--- src/rtl/phy_pkg.sv ---
// Shared types and constants for the serial RX deframer.
// Comma symbol, lock depth, FSM states and lane helpers.
package phy_pkg;

    localparam logic [7:0] COM_SYM    = 8'hBC;
    localparam int         LOCK_COUNT = 4;
    localparam int         LANE_W     = 2;

    typedef enum logic [1:0] {
        SEARCH = 2'd0,
        ALIGN  = 2'd1,
        ACTIVE = 2'd2
    } rx_state_e;

    typedef logic [LANE_W-1:0] lane_idx_t;

    typedef struct packed {
        logic       valid;
        logic [7:0] data;
    } lane_byte_t;

    // A comma in a lane slot means "no data": valid low, data zeroed.
    function automatic lane_byte_t lane_byte(input logic       is_com,
                                             input logic [7:0] b);
        lane_byte_t r;
        r.valid = !is_com;
        r.data  = is_com ? 8'h00 : b;
        return r;
    endfunction

endpackage

--- src/rtl/rx_shift_aligner.sv ---
// Bit shifter, byte phase counter and comma comparator.
// The candidate includes the bit arriving this cycle.
module rx_shift_aligner
    import phy_pkg::*;
#(
    parameter logic [7:0] COM = COM_SYM
) (
    input  logic       clk,
    input  logic       reset,
    input  logic       data_in,
    input  logic       clr,
    output logic [7:0] candidate,
    output logic       byte_strobe,
    output logic       com_hit
);

    logic [7:0] shift_q;
    logic [2:0] bit_cnt_q;

    assign candidate   = {shift_q[6:0], data_in};
    assign com_hit     = (candidate == COM);
    assign byte_strobe = (bit_cnt_q == 3'd7);

    // Shift the serial stream in, MSB first.
    always_ff @(posedge clk) begin
        if (!reset) begin
            shift_q <= 8'h00;
        end else begin
            shift_q <= candidate;
        end
    end

    // Byte phase: held at 0 while searching, free-runs mod 8 otherwise.
    always_ff @(posedge clk) begin
        if (!reset || clr) begin
            bit_cnt_q <= 3'd0;
        end else begin
            bit_cnt_q <= bit_cnt_q + 3'd1;
        end
    end

endmodule

--- src/rtl/phy_rx_deframer.sv ---
// Comma-aligned serial deframer: locks on repeated commas,
// then demuxes bytes into four lanes updated once per frame.
module phy_rx_deframer
    import phy_pkg::*;
#(
    parameter logic [7:0] COM        = COM_SYM,
    parameter int         LOCK_COUNT = phy_pkg::LOCK_COUNT
) (
    input  logic       clk,
    input  logic       reset,
    input  logic       data_in,
    output logic [7:0] Out0,
    output logic [7:0] Out1,
    output logic [7:0] Out2,
    output logic [7:0] Out3,
    output logic       valid0,
    output logic       valid1,
    output logic       valid2,
    output logic       valid3,
    output logic       active
);

    localparam int CW = $clog2(LOCK_COUNT + 1);

    rx_state_e  state_q;
    logic [CW-1:0] com_cnt_q;
    logic [CW-1:0] com_nxt;
    lane_idx_t  lane_q;
    lane_byte_t pend0_q;
    lane_byte_t pend1_q;
    lane_byte_t pend2_q;
    lane_byte_t cur;

    logic [7:0] candidate;
    logic       byte_strobe;
    logic       com_hit;

    rx_shift_aligner #(
        .COM (COM)
    ) u_aligner (
        .clk         (clk),
        .reset       (reset),
        .data_in     (data_in),
        .clr         (state_q == SEARCH),
        .candidate   (candidate),
        .byte_strobe (byte_strobe),
        .com_hit     (com_hit)
    );

    assign com_nxt = com_cnt_q + 1'b1;
    assign cur     = lane_byte(com_hit, candidate);

    // Lock FSM, lane demux and registered frame outputs.
    always_ff @(posedge clk) begin
        if (!reset) begin
            state_q   <= SEARCH;
            com_cnt_q <= '0;
            lane_q    <= '0;
            pend0_q   <= '0;
            pend1_q   <= '0;
            pend2_q   <= '0;
            Out0      <= 8'h00;
            Out1      <= 8'h00;
            Out2      <= 8'h00;
            Out3      <= 8'h00;
            valid0    <= 1'b0;
            valid1    <= 1'b0;
            valid2    <= 1'b0;
            valid3    <= 1'b0;
            active    <= 1'b0;
        end else begin
            unique case (state_q)
                SEARCH: begin
                    if (com_hit) begin
                        state_q   <= ALIGN;
                        com_cnt_q <= CW'(1);
                    end
                end
                ALIGN: begin
                    if (byte_strobe) begin
                        if (com_hit) begin
                            com_cnt_q <= com_nxt;
                            if (com_nxt == CW'(LOCK_COUNT)) begin
                                state_q <= ACTIVE;
                                active  <= 1'b1;
                                lane_q  <= '0;
                            end
                        end else begin
                            state_q   <= SEARCH;
                            com_cnt_q <= '0;
                        end
                    end
                end
                ACTIVE: begin
                    if (byte_strobe) begin
                        lane_q <= lane_q + 1'b1;
                        unique case (lane_q)
                            2'd0: pend0_q <= cur;
                            2'd1: pend1_q <= cur;
                            2'd2: pend2_q <= cur;
                            2'd3: begin
                                Out0   <= pend0_q.data;
                                Out1   <= pend1_q.data;
                                Out2   <= pend2_q.data;
                                Out3   <= cur.data;
                                valid0 <= pend0_q.valid;
                                valid1 <= pend1_q.valid;
                                valid2 <= pend2_q.valid;
                                valid3 <= cur.valid;
                            end
                            default: ;
                        endcase
                    end
                end
                default: state_q <= SEARCH;
            endcase
        end
    end

endmodule
--- config.mk ---
export PLATFORM = sky130hd
export DESIGN_NAME = phy_rx_deframer
export DESIGN_NICKNAME = d
export VERILOG_FILES = /design/src/rtl/phy_pkg.sv /design/src/rtl/rx_shift_aligner.sv /design/src/rtl/phy_rx_deframer.sv
export SDC_FILE = /design/constraint.sdc
export NUM_CORES = 1
export LEC_CHECK = 0
export CAP_MARGIN = 20
export CORE_ASPECT_RATIO = 1.4
export CORE_MARGIN = 2
export CORE_UTILIZATION = 30
export CTS_CLUSTER_SIZE = 24
export DETAILED_ROUTE_END_ITERATION = 12
export GPL_TIMING_DRIVEN = 0
export PLACE_DENSITY = 0.48
export SETUP_SLACK_MARGIN = 0.02
export SKIP_CTS_REPAIR_TIMING = 1
export SYNTH_ARGS = -nofsm -noshare
export SYNTH_HDL_FRONTEND = slang
export SYNTH_SLANG_ARGS = --single-unit
--- constraint.sdc ---
create_clock -name clk -period 5.05 [get_ports clk]
set_input_delay 0.7575 -clock clk [delete_from_list [all_inputs] [get_ports clk]]
set_output_delay 0.7575 -clock clk [all_outputs]
set_load 0.01 [all_outputs]
==> impl_summary.md <==
Status
The run finished with clean final reports.

Synth
The number of nets handed over by synthesis was 366. The average instance in the mapped netlist occupies roughly 8.9 sq um. The proportion of netlist area held by the largest area contributor is ~51%. The cell count after synthesis is between 300 and 400. The number of unique standard cell types used by synthesis is 30. The count of state elements after synthesis is 81.

The most common flop cell mapped by yosys is dfxtp_1. The synthesized netlist occupies a cell area of 3160 sq um. The post-synthesis sequential area ratio is approximately half. Of all cell types, the one taking the most synthesized area is dfxtp_1. During synthesis, Yosys emitted a total of 0 warnings. The number of flops mapped to enable cells by yosys is 0. The share of synthesized registers carrying an async set or reset is 0%. By area the synthesized netlist is led by dfxtp_1 (51%), a21boi_0 (14%), nand2_1 (13%).

Timing
For the final routed database, the setup TNS stands at 0 ps. At the pin with the least slew margin, the transition time is approximately 530 ps. For this run, the top clock speed supported by timing is 0.428 GHz. Setup repair after global routing left no endpoint under its margin. The post-route clock skew is between 8 and 9 ps. The worst path uses 46.3% of the clock period. The count of endpoints failing setup in the final report is 0. The number of failing hold endpoints at the final stage is 0.

The worst path in the final design needs a cycle of about 2300 ps, including I/O delays and setup. The final-report max-slew violation count is 0. The worst slew slack as a fraction of its limit is between 60% and 70%.

Floorplan
The total area inside the core boundary comes to 10300 sq um. For this configuration, the core starts out at a cell density of around 31%. The overall die width is approximately 91 um.

The overall die area is roughly 11000 sq um. Pin placement for this block handled 40 I/O pins. The vertical extent of the die is 125 um. In this run the core area contains 44 standard-cell rows.

Power
Per report_power, the combinational group accounts for 1.6% of the total. The power dissipated by switching net loads is 0.000279 W. The analysis attributes to cell leakage a power of between 1 and 1.5 nW. In this run, flip-flops and latches consume between 40% and 50% of the power. The power per standard cell area is between 300 and 400 nW/um^2. The overall power after layout is roughly 0.0013 W.

Net switching is a little over a fifth of the power. Internal power comes to between 0.001 and 0.0015 W. The worst IR drop on VDD is ~0.00016 V.

Of the total power, the clock network draws between 40% and 50%.

Clocking
The count of H-tree levels built during CTS is 3. The number of buffers created by CTS is 9. The tree is rooted in a clkbuf_16. Counting along the longest clock path gives a buffer depth of 2. The CTS tree is done. The TritonCTS sink count is just over 80.

The clock-pin transition on the worst setup and hold timing paths is ~60 ps. The latest clock arrival within the worst-skew pair is between 300 and 400 ps.

Final layout
The finished layout cell area is about 4000 sq um. The number of diodes is 0. Cells fill between 30% and 40% of the core in the end. Cells with a size suffix above 1 make up around 8.0% of the layout. Compared with the post-synthesis result, the final layout area differs by 27.0%.

The number of standard cells in the layout, taps in and fillers out is approximately 550. In the final design database the tool counted between 400 and 500 nets.

GRT
The met2 usage in global routing is roughly a quarter. The via count of the first global-routing pass is between 2000 and 2500. For met1 alone, demand over resource in global routing was 17.0%.

The global-route track usage on met3 is approximately 2.7%. The first-pass GRT wire length is around 13000 um. The busiest layer in global routing is met2. Global routing used 14.1% of the available tracks. The initial antenna violation count is 0.

Summed over all layers, the global routing overflow is 0. Entering global routing, the biggest net connects 15 pins.

Critical path
For the worst setup path, the data arrival time is ~2600 ps. The worst setup path is launched from an input port. The startpoint of the worst-slack reg-to-reg timing path is u_aligner.bit_cnt_q[0]$_SDFF_PP0_. The worst setup path is of the input port to register kind. In this run the worst path has a maximum fanout of 10. For the worst setup path, the data required time is 5270 ps.

The origin of the worst setup path is data_in. The sort of element at the end of the critical path is a register.

Placed design
The congestion estimate from routability-driven global placement came to 0.803. In this run the cell area measured after placement is between 3000 and 4000 sq um. The cell count after placement is between 500 and 600. The wire-length estimate of the detail-placed layout is between 5000 and 6000 um. The number of input and output port buffers inserted is 38.

Route
The total vias in the final route is 2471. The detail-routed net length per standard cell is around 14 um. The remaining antenna violation count after routing is 0. The number of vias per cell after detailed routing is approximately 4.5. The number of iterations in the first detailed-routing pass is 4.

The total length of routed wires is around 7500 um. After the first detailed-routing iteration, the DRC count stood at 115. For this run, design rule violations remaining after detail routing come to 0.

Flow run
The count of maximum capacitance violations is 0.

Min path
In this run the worst hold path is classified as register to register. The launch point of the worst hold path is u_aligner.bit_cnt_q[0]$_SDFF_PP0_.
-- layer usage --
layer | up-vias | share of wire, %
li1 | 1289 | -
met1 | 1132 | 45
met2 | 37 | 50
met3 | 13 | 3.4
met4 | 0 | 1.9
met5 | - | 0
-- cells in the mapped netlist (all sizes together), types with 2 or more instances --
library cell / n
a21boi: 60
a21oi: 2
and2: 13
buf: 12
clkbuf: 12
dfxtp: 81
ha: 8
inv: 4
nand2: 112
nand3: 23
nor2: 2
nor2b: 3
nor3b: 2
o211a: 4
o21a: 3
o31ai: 2
-- power by group through the flow --
stage	clock network [W]	logic [W]	registers (W)
finish	0.000646	0.0000204	0.000643
global route	0.000687	0.0000226	0.000643
CTS	0.000662	0.0000209	0.000643
detailed placement	0	0.0000207	0.000657
global placement	0	0.0000207	0.000657
floorplan	0	0.0000131	0.000656
-- kinds of logic (layout without fill, tap and decap cells) --
family / after synthesis / in the layout / synth area share (%)
XOR/XNOR: 1 / 1 / 0.277
buffers and inverters: 28 / 83 / 4.00
AO/OA/AOI/OAI: 77 / 77 / 19.0
AND/OR/NAND/NOR: 160 / 160 / 22.3
flip-flops: 81 / 81 / 51.3
adder cells (fa/ha/maj): 8 / 8 / 3.17
-- final timing paths --
path	to	slack, ps	depth (start not counted)
setup / recovery	pend0_q[3]$_SDFFE_PN0P_	2710	6
hold / removal	u_aligner.bit_cnt_q[0]$_SDFF_PP0_	430	1
setup reg to reg	Out1[6]$_SDFFE_PN0P_	2960	8
hold reg to reg	u_aligner.bit_cnt_q[0]$_SDFF_PP0_	430	1
-- through the flow --
step	hold WS, ps	setup WS (ps)
after floorplan	398	3180
after global placement	414	2080
after detailed placement	425	2360
after CTS	434	2720
after global routing	459	2620
final	431	2710
-- area by class of cell --
class | instances | area, sq um
plain buffers | 24 | 111
clock buffers | 9 | 225
clock inverters | 7 | 71.3
fillers | 1093 | 6280
inverters | 4 | 15.0
multi-input cells | 246 | 1410
flip-flops and latches | 81 | 1620
well taps | 138 | 173
repair buffers | 39 | 385
-- critical path: stages --
cell	delay, ps
clkdlybuf4s50_1	560
or4_4	570
buf_6	150
clkbuf_1	240
nand3_1	180
a21boi_0	90
-- state kept, by name, summed over array words and instances (netlist names), 2 cells and up --
signal               cells
com_cnt_q                3
Out0                     8
pend2_q                  9
Out2                     8
u_aligner.bit_cnt_q      3
Out1                     8
lane_q                   2
Out3                     8
u_aligner.shift_q        7
state_q                  2
pend1_q                  9
pend0_q                  9
-- cells in the final DEF, fill, tap and decap left out --
| cell type | n |
|---|---|
| nand2_1 | 112 |
| xor2_1 | 1 |
| o21a_1 | 3 |
| buf_2 | 12 |
| bufinv_16 | 1 |
| o311ai_0 | 1 |
| clkinv_4 | 1 |
| nor2_1 | 2 |
| clkbuf_1 | 12 |
| clkbuf_16 | 9 |
| a21oi_1 | 2 |
| nor2b_1 | 3 |
| dfxtp_1 | 81 |
| o31ai_1 | 2 |
| o41ai_2 | 1 |
| ha_1 | 8 |
| o221a_2 | 1 |
| nand4b_1 | 1 |
| clkinv_2 | 2 |
| or4_4 | 1 |
| buf_6 | 1 |
| and2_1 | 13 |
| nor4_1 | 1 |
| o211a_1 | 4 |
| nand4_1 | 1 |
| and3b_1 | 1 |
| clkinvlp_4 | 3 |
| nand3_1 | 23 |
| o211ai_1 | 1 |
| a21boi_0 | 60 |
| inv_1 | 4 |
| nor3b_2 | 1 |
| nor3b_1 | 1 |
| clkdlybuf4s50_1 | 38 |
| a2bb2oi_1 | 1 |
| a22o_1 | 1 |
No activity file was read; power rests on OpenSTA's default activity.
